<file path="config.mk">
export PLATFORM = sky130hd
export DESIGN_NAME = stack_pop_reader_flat
export DESIGN_NICKNAME = d
export VERILOG_FILES = /design/src/rtl/stack_pop_reader_if.sv /design/src/rtl/stack_pop_reader.sv /design/src/flat_wrapper.sv
export SDC_FILE = /design/constraint.sdc
export NUM_CORES = 1
export LEC_CHECK = 0
export ABC_AREA = 1
export CORE_UTILIZATION = 50
export CTS_BUF_LIST = sky130_fd_sc_hd__clkbuf_16
export DETAILED_ROUTE_END_ITERATION = 12
export GPL_TIMING_DRIVEN = 0
export PLACE_DENSITY = 0.78
export SKIP_CTS_REPAIR_TIMING = 1
export SYNTH_ARGS = -nofsm -noshare
export SYNTH_HDL_FRONTEND = slang
export SYNTH_SLANG_ARGS = --single-unit
</file>
<file path="constraint.sdc">
create_clock -name clk -period 2.75 [get_ports clk]
set_input_delay 0.55 -clock clk [delete_from_list [all_inputs] [get_ports clk]]
set_output_delay 0.55 -clock clk [all_outputs]
set_load 0.02 [all_outputs]
</file>
<file path="src/rtl/stack_pop_reader_if.sv">
// -----------------------------------------------------------------------------
// stack_pop_reader_if
//   Receive (pop) side of the stack: a 4-phase handshake plus data and the
//   empty indicator.
//
//   Signals
//     rx_rdy    stack -> reader  a word is present on out_data
//     out_data  stack -> reader  pop data, valid while rx_rdy = 1
//     empty     stack -> reader  stack holds no words
//     rx_done   reader -> stack  handshake acknowledge
//
//   Modports
//     master  the stack (drives rx_rdy / out_data / empty)
//     slave   the pop reader (drives rx_done)
// -----------------------------------------------------------------------------
interface stack_pop_reader_if #(
  parameter int WIDTH = 8
) ();

  logic             rx_rdy;
  logic [WIDTH-1:0] out_data;
  logic             empty;
  logic             rx_done;

  modport master (
    output rx_rdy,
    output out_data,
    output empty,
    input  rx_done
  );

  modport slave (
    input  rx_rdy,
    input  out_data,
    input  empty,
    output rx_done
  );

endinterface : stack_pop_reader_if

</file>
<file path="src/rtl/stack_pop_reader.sv">
// -----------------------------------------------------------------------------
// stack_pop_reader
//   Consumer-side handshake engine for the stack's pop interface. A start
//   command pops burst_len_i words with the 4-phase rx handshake. Every popped
//   word is presented once on rd_data_o with a one-cycle rd_valid_o strobe,
//   and a running word count and modular checksum are kept. A burst ends
//   early when the stack runs empty (underflow) or when rx_rdy is not
//   released within TIMEOUT cycles of rx_done rising (timeout).
//
//   Parameters
//     WIDTH      data word width (matches the stack's out_data)
//     MAX_WORDS  largest burst length; sets CW = $clog2(MAX_WORDS+1)
//     TIMEOUT    cycles rx_rdy may stay high after rx_done rises
//
//   Ports
//     clk            system clock, rising edge
//     rst            asynchronous active-high reset
//     start_i        begin a burst (sampled only while idle)
//     burst_len_i    words to pop, sampled with start_i
//     rx             pop handshake (slave side; drives rx_done)
//     rd_data_o      last popped word
//     rd_valid_o     one-cycle strobe, rd_data_o is new
//     words_read_o   words popped in the current or last burst
//     checksum_o     sum mod 2^WIDTH of the words popped this burst
//     busy_o         high whenever the engine is not idle
//     done_o         one-cycle pulse at burst end (normal or abort)
//     underflow_o    sticky: the burst ended because the stack ran empty
//     timeout_err_o  sticky: the burst ended because rx_rdy never released
// -----------------------------------------------------------------------------
module stack_pop_reader #(
  parameter int WIDTH     = 8,
  parameter int MAX_WORDS = 16,
  parameter int TIMEOUT   = 64,
  localparam int CW       = $clog2(MAX_WORDS + 1)
) (
  input  logic                  clk,
  input  logic                  rst,
  input  logic                  start_i,
  input  logic [CW-1:0]         burst_len_i,
  stack_pop_reader_if.slave     rx,
  output logic [WIDTH-1:0]      rd_data_o,
  output logic                  rd_valid_o,
  output logic [CW-1:0]         words_read_o,
  output logic [WIDTH-1:0]      checksum_o,
  output logic                  busy_o,
  output logic                  done_o,
  output logic                  underflow_o,
  output logic                  timeout_err_o
);

  // Timeout counter only has to reach TIMEOUT-1; keep at least one bit.
  localparam int TW = (TIMEOUT > 1) ? $clog2(TIMEOUT) : 1;
  localparam logic [TW-1:0] TMO_LAST = TW'(TIMEOUT - 1);

  typedef enum logic [1:0] {
    ST_IDLE     = 2'd0,
    ST_WAIT_RDY = 2'd1,
    ST_WAIT_REL = 2'd2,
    ST_DONE     = 2'd3
  } state_t;

  // Modular checksum accumulate; the carry out of the top bit is dropped.
  function automatic logic [WIDTH-1:0] csum_add(
    input logic [WIDTH-1:0] acc,
    input logic [WIDTH-1:0] word
  );
    return acc + word;
  endfunction

  state_t           state_q;
  logic [CW-1:0]    len_q;
  logic [TW-1:0]    tmo_q;
  logic [WIDTH-1:0] rd_data_q;
  logic             rd_valid_q;
  logic [CW-1:0]    words_read_q;
  logic [WIDTH-1:0] checksum_q;
  logic             busy_q;
  logic             done_q;
  logic             underflow_q;
  logic             timeout_err_q;
  logic             rx_done_q;

  // Next-value helpers used by the state machine.
  logic [CW-1:0]    words_read_d;
  logic [WIDTH-1:0] checksum_d;
  logic [TW-1:0]    tmo_d;

  // Increment / accumulate values for the word currently offered by the stack.
  always_comb begin
    words_read_d = words_read_q + CW'(1);
    checksum_d   = csum_add(checksum_q, rx.out_data);
    tmo_d        = tmo_q + TW'(1);
  end

  // Burst state machine; every output is a register written here.
  always_ff @(posedge clk or posedge rst) begin
    if (rst) begin
      state_q       <= ST_IDLE;
      len_q         <= '0;
      tmo_q         <= '0;
      rd_data_q     <= '0;
      rd_valid_q    <= 1'b0;
      words_read_q  <= '0;
      checksum_q    <= '0;
      busy_q        <= 1'b0;
      done_q        <= 1'b0;
      underflow_q   <= 1'b0;
      timeout_err_q <= 1'b0;
      rx_done_q     <= 1'b0;
    end else begin
      // Strobes are single-cycle unless re-asserted below.
      rd_valid_q <= 1'b0;
      done_q     <= 1'b0;

      case (state_q)
        ST_IDLE: begin
          if (start_i) begin
            len_q         <= burst_len_i;
            words_read_q  <= '0;
            checksum_q    <= '0;
            underflow_q   <= 1'b0;
            timeout_err_q <= 1'b0;
            tmo_q         <= '0;
            busy_q        <= 1'b1;
            // A zero-length burst still reports completion through DONE.
            if (burst_len_i == '0) begin
              state_q <= ST_DONE;
            end else begin
              state_q <= ST_WAIT_RDY;
            end
          end else begin
            state_q <= ST_IDLE;
          end
        end

        ST_WAIT_RDY: begin
          // A present word wins over the empty flag in the same cycle.
          if (rx.rx_rdy) begin
            rd_data_q    <= rx.out_data;
            rd_valid_q   <= 1'b1;
            checksum_q   <= checksum_d;
            words_read_q <= words_read_d;
            rx_done_q    <= 1'b1;
            tmo_q        <= '0;
            state_q      <= ST_WAIT_REL;
          end else if (rx.empty) begin
            underflow_q <= 1'b1;
            state_q     <= ST_DONE;
          end else begin
            state_q <= ST_WAIT_RDY;
          end
        end

        ST_WAIT_REL: begin
          // rx_done stays high until the stack drops rx_rdy or we give up.
          if (!rx.rx_rdy) begin
            rx_done_q <= 1'b0;
            if (words_read_q == len_q) begin
              state_q <= ST_DONE;
            end else begin
              state_q <= ST_WAIT_RDY;
            end
          end else if (tmo_q == TMO_LAST) begin
            rx_done_q     <= 1'b0;
            timeout_err_q <= 1'b1;
            state_q       <= ST_DONE;
          end else begin
            tmo_q   <= tmo_d;
            state_q <= ST_WAIT_REL;
          end
        end

        ST_DONE: begin
          done_q  <= 1'b1;
          busy_q  <= 1'b0;
          state_q <= ST_IDLE;
        end

        default: begin
          rx_done_q <= 1'b0;
          busy_q    <= 1'b0;
          state_q   <= ST_IDLE;
        end
      endcase
    end
  end

  assign rx.rx_done    = rx_done_q;
  assign rd_data_o     = rd_data_q;
  assign rd_valid_o    = rd_valid_q;
  assign words_read_o  = words_read_q;
  assign checksum_o    = checksum_q;
  assign busy_o        = busy_q;
  assign done_o        = done_q;
  assign underflow_o   = underflow_q;
  assign timeout_err_o = timeout_err_q;

endmodule : stack_pop_reader

</file>
<file path="src/flat_wrapper.sv">
// flat-port wrapper written by rule: the top's interface ports become plain ports
module stack_pop_reader_flat 
#(
  parameter int WIDTH     = 8,
  parameter int MAX_WORDS = 16,
  parameter int TIMEOUT   = 64,
  localparam int CW       = $clog2(MAX_WORDS + 1)
)
  (clk, rst, start_i, burst_len_i, rd_data_o, rd_valid_o, words_read_o, checksum_o, busy_o, done_o, underflow_o, timeout_err_o, rx_rx_rdy, rx_out_data, rx_empty, rx_rx_done);
  stack_pop_reader_if #(.WIDTH(WIDTH)) rx_i ();
  input  logic clk;
  input  logic rst;
  input  logic start_i;
  input  logic [CW-1:0] burst_len_i;
  output logic [WIDTH-1:0] rd_data_o;
  output logic rd_valid_o;
  output logic [CW-1:0] words_read_o;
  output logic [WIDTH-1:0] checksum_o;
  output logic busy_o;
  output logic done_o;
  output logic underflow_o;
  output logic timeout_err_o;
  input wire logic [$bits(rx_i.rx_rdy)-1:0] rx_rx_rdy;
  input wire logic [$bits(rx_i.out_data)-1:0] rx_out_data;
  input wire logic [$bits(rx_i.empty)-1:0] rx_empty;
  output wire logic [$bits(rx_i.rx_done)-1:0] rx_rx_done;
  assign rx_i.rx_rdy = rx_rx_rdy;
  assign rx_i.out_data = rx_out_data;
  assign rx_i.empty = rx_empty;
  assign rx_rx_done = rx_i.rx_done;
  stack_pop_reader #(.WIDTH(WIDTH), .MAX_WORDS(MAX_WORDS), .TIMEOUT(TIMEOUT)) u_core (.clk(clk), .rst(rst), .start_i(start_i), .burst_len_i(burst_len_i), .rx(rx_i), .rd_data_o(rd_data_o), .rd_valid_o(rd_valid_o), .words_read_o(words_read_o), .checksum_o(checksum_o), .busy_o(busy_o), .done_o(done_o), .underflow_o(underflow_o), .timeout_err_o(timeout_err_o));
endmodule
</file>
==> results by group, run 1 <==
Setup path
  – CP endpoint kind: output pin
  – Worst Setup Start Kind: flip-flop
  – CP cell instances: clkdlybuf4s50_1
  – Arr. time, crit path: 1420 ps
  – Slowest stage delay, CP: 660 ps
  – Crit-path leading delay family: buffers and inverters
  – CP bufs+invs: 1
  – Setup CP Type: flip-flop to output pin
  – Critical Path RT: 2200 ps
  – Critical path peak fanout: 7
  – CP max stage cell: clkdlybuf4s50_1

Synth
  – Synthesis-stage register bit count: 40
  – Post-Syn Instances: 288
  – Sequential share of the synthesized area: 44.47%
  – Top cell type's share of synthesized area: 44.47%
  – Mapped Area: between 2000 and 2500 µm²
  – Number of warnings issued by yosys: 0
  – Area leader, netlist: dfrtp_1
  – Avg Cell Area, Syn: roughly 7.8 µm²
  – Yosys cell types: 29
  – Post-Syn Nets: 320
  – Synth top area cells: dfrtp_1, nand2_1, ha_1

Pwr
  – Switch share: 40.49%
  – P_int: 1699 µW
  – Leakage power: 0.001461 µW
  – Maximum vdd drop: 529.0 µV
  – Flop pwr share: 32.2%
  – Gate power share: 49.0%
  – Clock share of power: 18.8%
  – Total power per unit cell area: around 990 nW/µm²
  – Psw: about 1200 µW

STA
  – Achievable frequency: 0.5083 GHz
  – Worst slew pin tran: 842.7 ps
  – Final Hold Fails: 0
  – Fin Hold WS: 477.4 ps
  – Unrepaired setup endpoints after global routing: false
  – Slew Viols, Final: 0
  – Final Cycle Share: between 70% and 80%
  – Clk_skew: 2.762 ps
  – Minimum clock period: approximately 2000 ps
  – Max-slew headroom: 43.74%
  – Count of final setup violators: 0
  – TNS Setup: 0 ps

Place
  – Post-DP HPWL: 3443 µm
  – Gpl congestion: roughly 0.86
  – IO Port Bufs: 44

Cells and area
  – Fillers: 378
  – Leading cell type in the layout, fill and taps excluded: nand2_1
  – Diodes inserted: 0
  – Commonest non-fill, non-tap cells in the layout: nand2_1, clkdlybuf4s50_1, dfrtp_1
  – Nets: between 300 and 400
  – Area grow syn2layout: 28.35%
  – Share of cells above drive strength 1: ~6.8%

Clock tree
  – TritonCTS Buffers: 5
  – H-tree depth: 2
  – Clock-pin slew on the worst setup and hold paths: 50 ps
  – CTS tree: built
  – Clock Path Buffers: 2
  – CTS root buf: clkbuf_16
  – Clock sinks: 40
  – Later-pin clock latency in the skew report: between 200 and 300 ps

Drt
  – Iteration-0 DRC Markers: 91
  – Routed via count: 1962
  – Drt drc: 0
  – Routed WL: 4595 µm
  – Vias per Instance: 5.018
  – Wire length per cell: between 10 and 15 µm
  – DRT antenna net count: 0
  – First-pass iteration count of the detailed router: 4

Status
  – Outcome: complete, no violations

Hold path
  – Type of the worst min-delay path: flip-flop to flip-flop

Global routing
  – Largest net degree at the start of global routing: between 40 and 50
  – Vias in the first global route: 1830
  – All-Layer GR Usage: 21.20%
  – First-pass GRT wire length: ~8100 µm
  – Gr ovfl total: 0
  – Antenna violations before repair: 0

Floorplan
  – Site Rows: 24
  – Die Area: 4774 µm²
  – Die Span X: 69.10 µm
  – Die Y: 69.10 µm
  – Core footprint: 4354 µm²
  – I/O Pins: 45
  – Initial Utilization: 51.70%

Flow run
  – Max_cap viols: 0
## cells in the mapped netlist (all sizes together)
| cell type | instances |
|---|---|
| nor4 | 1 |
| nor2 | 16 |
| xor2 | 2 |
| o31ai | 1 |
| a31oi | 1 |
| o21a | 1 |
| inv | 34 |
| a21boi | 1 |
| nand3b | 1 |
| nand4 | 5 |
| a21oi | 6 |
| dfrtp | 40 |
| nand3 | 21 |
| clkinv | 1 |
| ha | 13 |
| buf | 5 |
| o21ai | 21 |
| xnor2 | 2 |
| nand2 | 109 |
| fa | 1 |
| a22o | 2 |
| or2 | 3 |
| o211ai | 1 |
## kinds of logic after synthesis
logic type | after synthesis | share of synthesized area (%)
compound gates | 34 | 9.283
flops | 40 | 44.47
xor+xnor | 4 | 1.557
fa+ha+maj | 14 | 8.116
buf+inv | 40 | 7.559
simple gates | 156 | 29.02
## power groups by stage
stage | Clock (µW) | Combinational (µW) | Sequential (µW)
2_1_floorplan | 0 | 765 | 1070
3_3_place_gp | 0 | 1370 | 923
3_5_place_dp | 0 | 1400 | 933
4_1_cts | 551 | 1410 | 922
5_1_grt | 573 | 1560 | 948
6_report | 538 | 1400 | 919
## path summary, 6_finish.rpt
kind	startpoint	endpoint	slack, ps	cells after the start
hold reg to reg	u_core.rx.rx_done	u_core.rx.rx_done	480	2
max in group asynchronous	rst	u_core.checksum_o[4]	1450	2
hold / removal	u_core.rx.rx_done	u_core.rx.rx_done	480	2
setup / recovery	u_core.words_read_o[3]	words_read_o[3]	780	1
setup reg to reg	u_core.checksum_o[0]	u_core.checksum_o[4]	1140	6
min in group asynchronous	rst	u_core.rd_data_o[3]	770	2
## sequential cells by signal (all words and copies together), names as in the netlist
| register | flops |
|---|---|
| u_core.rx.rx_done | 1 |
| u_core.done_o | 1 |
| u_core.state_q | 2 |
| u_core.busy_o | 1 |
| u_core.checksum_o | 8 |
| u_core.len_q | 5 |
| u_core.tmo_q | 6 |
| u_core.timeout_err_o | 1 |
| u_core.rd_data_o | 8 |
| u_core.rd_valid_o | 1 |
| u_core.underflow_o | 1 |
| u_core.words_read_o | 5 |
## through the flow
stage	area, µm²	setup WS, ps	utilization (%)	power (µW)	cells
after floorplan	2251	1112	-	1838	288
after global placement	2756	395.3	63.30	2293	384
after detailed placement	2756	515.2	63.30	2332	384
after CTS	2889	775.9	66.35	2882	391
after global routing	2889	733.1	66.35	3083	391
final	2889	782.6	66.35	2855	391
## final cells by class
type	instances	area (µm²)	area share, %
clock inverter	2	7.507	0.2599
clock buffer	5	125.1	4.331
timing repair buffer	44	440.4	15.24
tap	52	65.06	2.252
multi-input combinational	208	1080	37.38
sequential	40	1001	34.65
buffer	5	38.79	1.343
inverter	35	131.4	4.547
## per-layer routing
metal	share of wire [%]	up-vias	wire length, µm	track usage [%]
met5	0	-	0	0
met4	1.2	0	56	5.442
met3	3.5	6	162	5.702
met2	46	35	2100	33.98
met1	50	901	2276	28.50
li1	-	1020	-	-
(Power assumes the default switching activity.)
==> inputs of run 2 (changes only) <==
==> constraint.sdc (replaced) <==
create_clock -name clk -period 1.9 [get_ports clk]
set_input_delay 0.38 -clock clk [delete_from_list [all_inputs] [get_ports clk]]
set_output_delay 0.38 -clock clk [all_outputs]
set_load 0.02 [all_outputs]
==> results of run 2 <==
The final DEF is identical to that of run 1. Status: complete, no violations.
Main changes from that run: setup slack after placement 515.2 ps -> -164.8 ps; setup slack after layout 782.6 ps -> 102.6 ps; register-to-register setup slack 1140 ps -> 290 ps; total power 2855 µW -> 4132 µW; worst IR drop on VDD 529.0 µV -> 765.6 µV
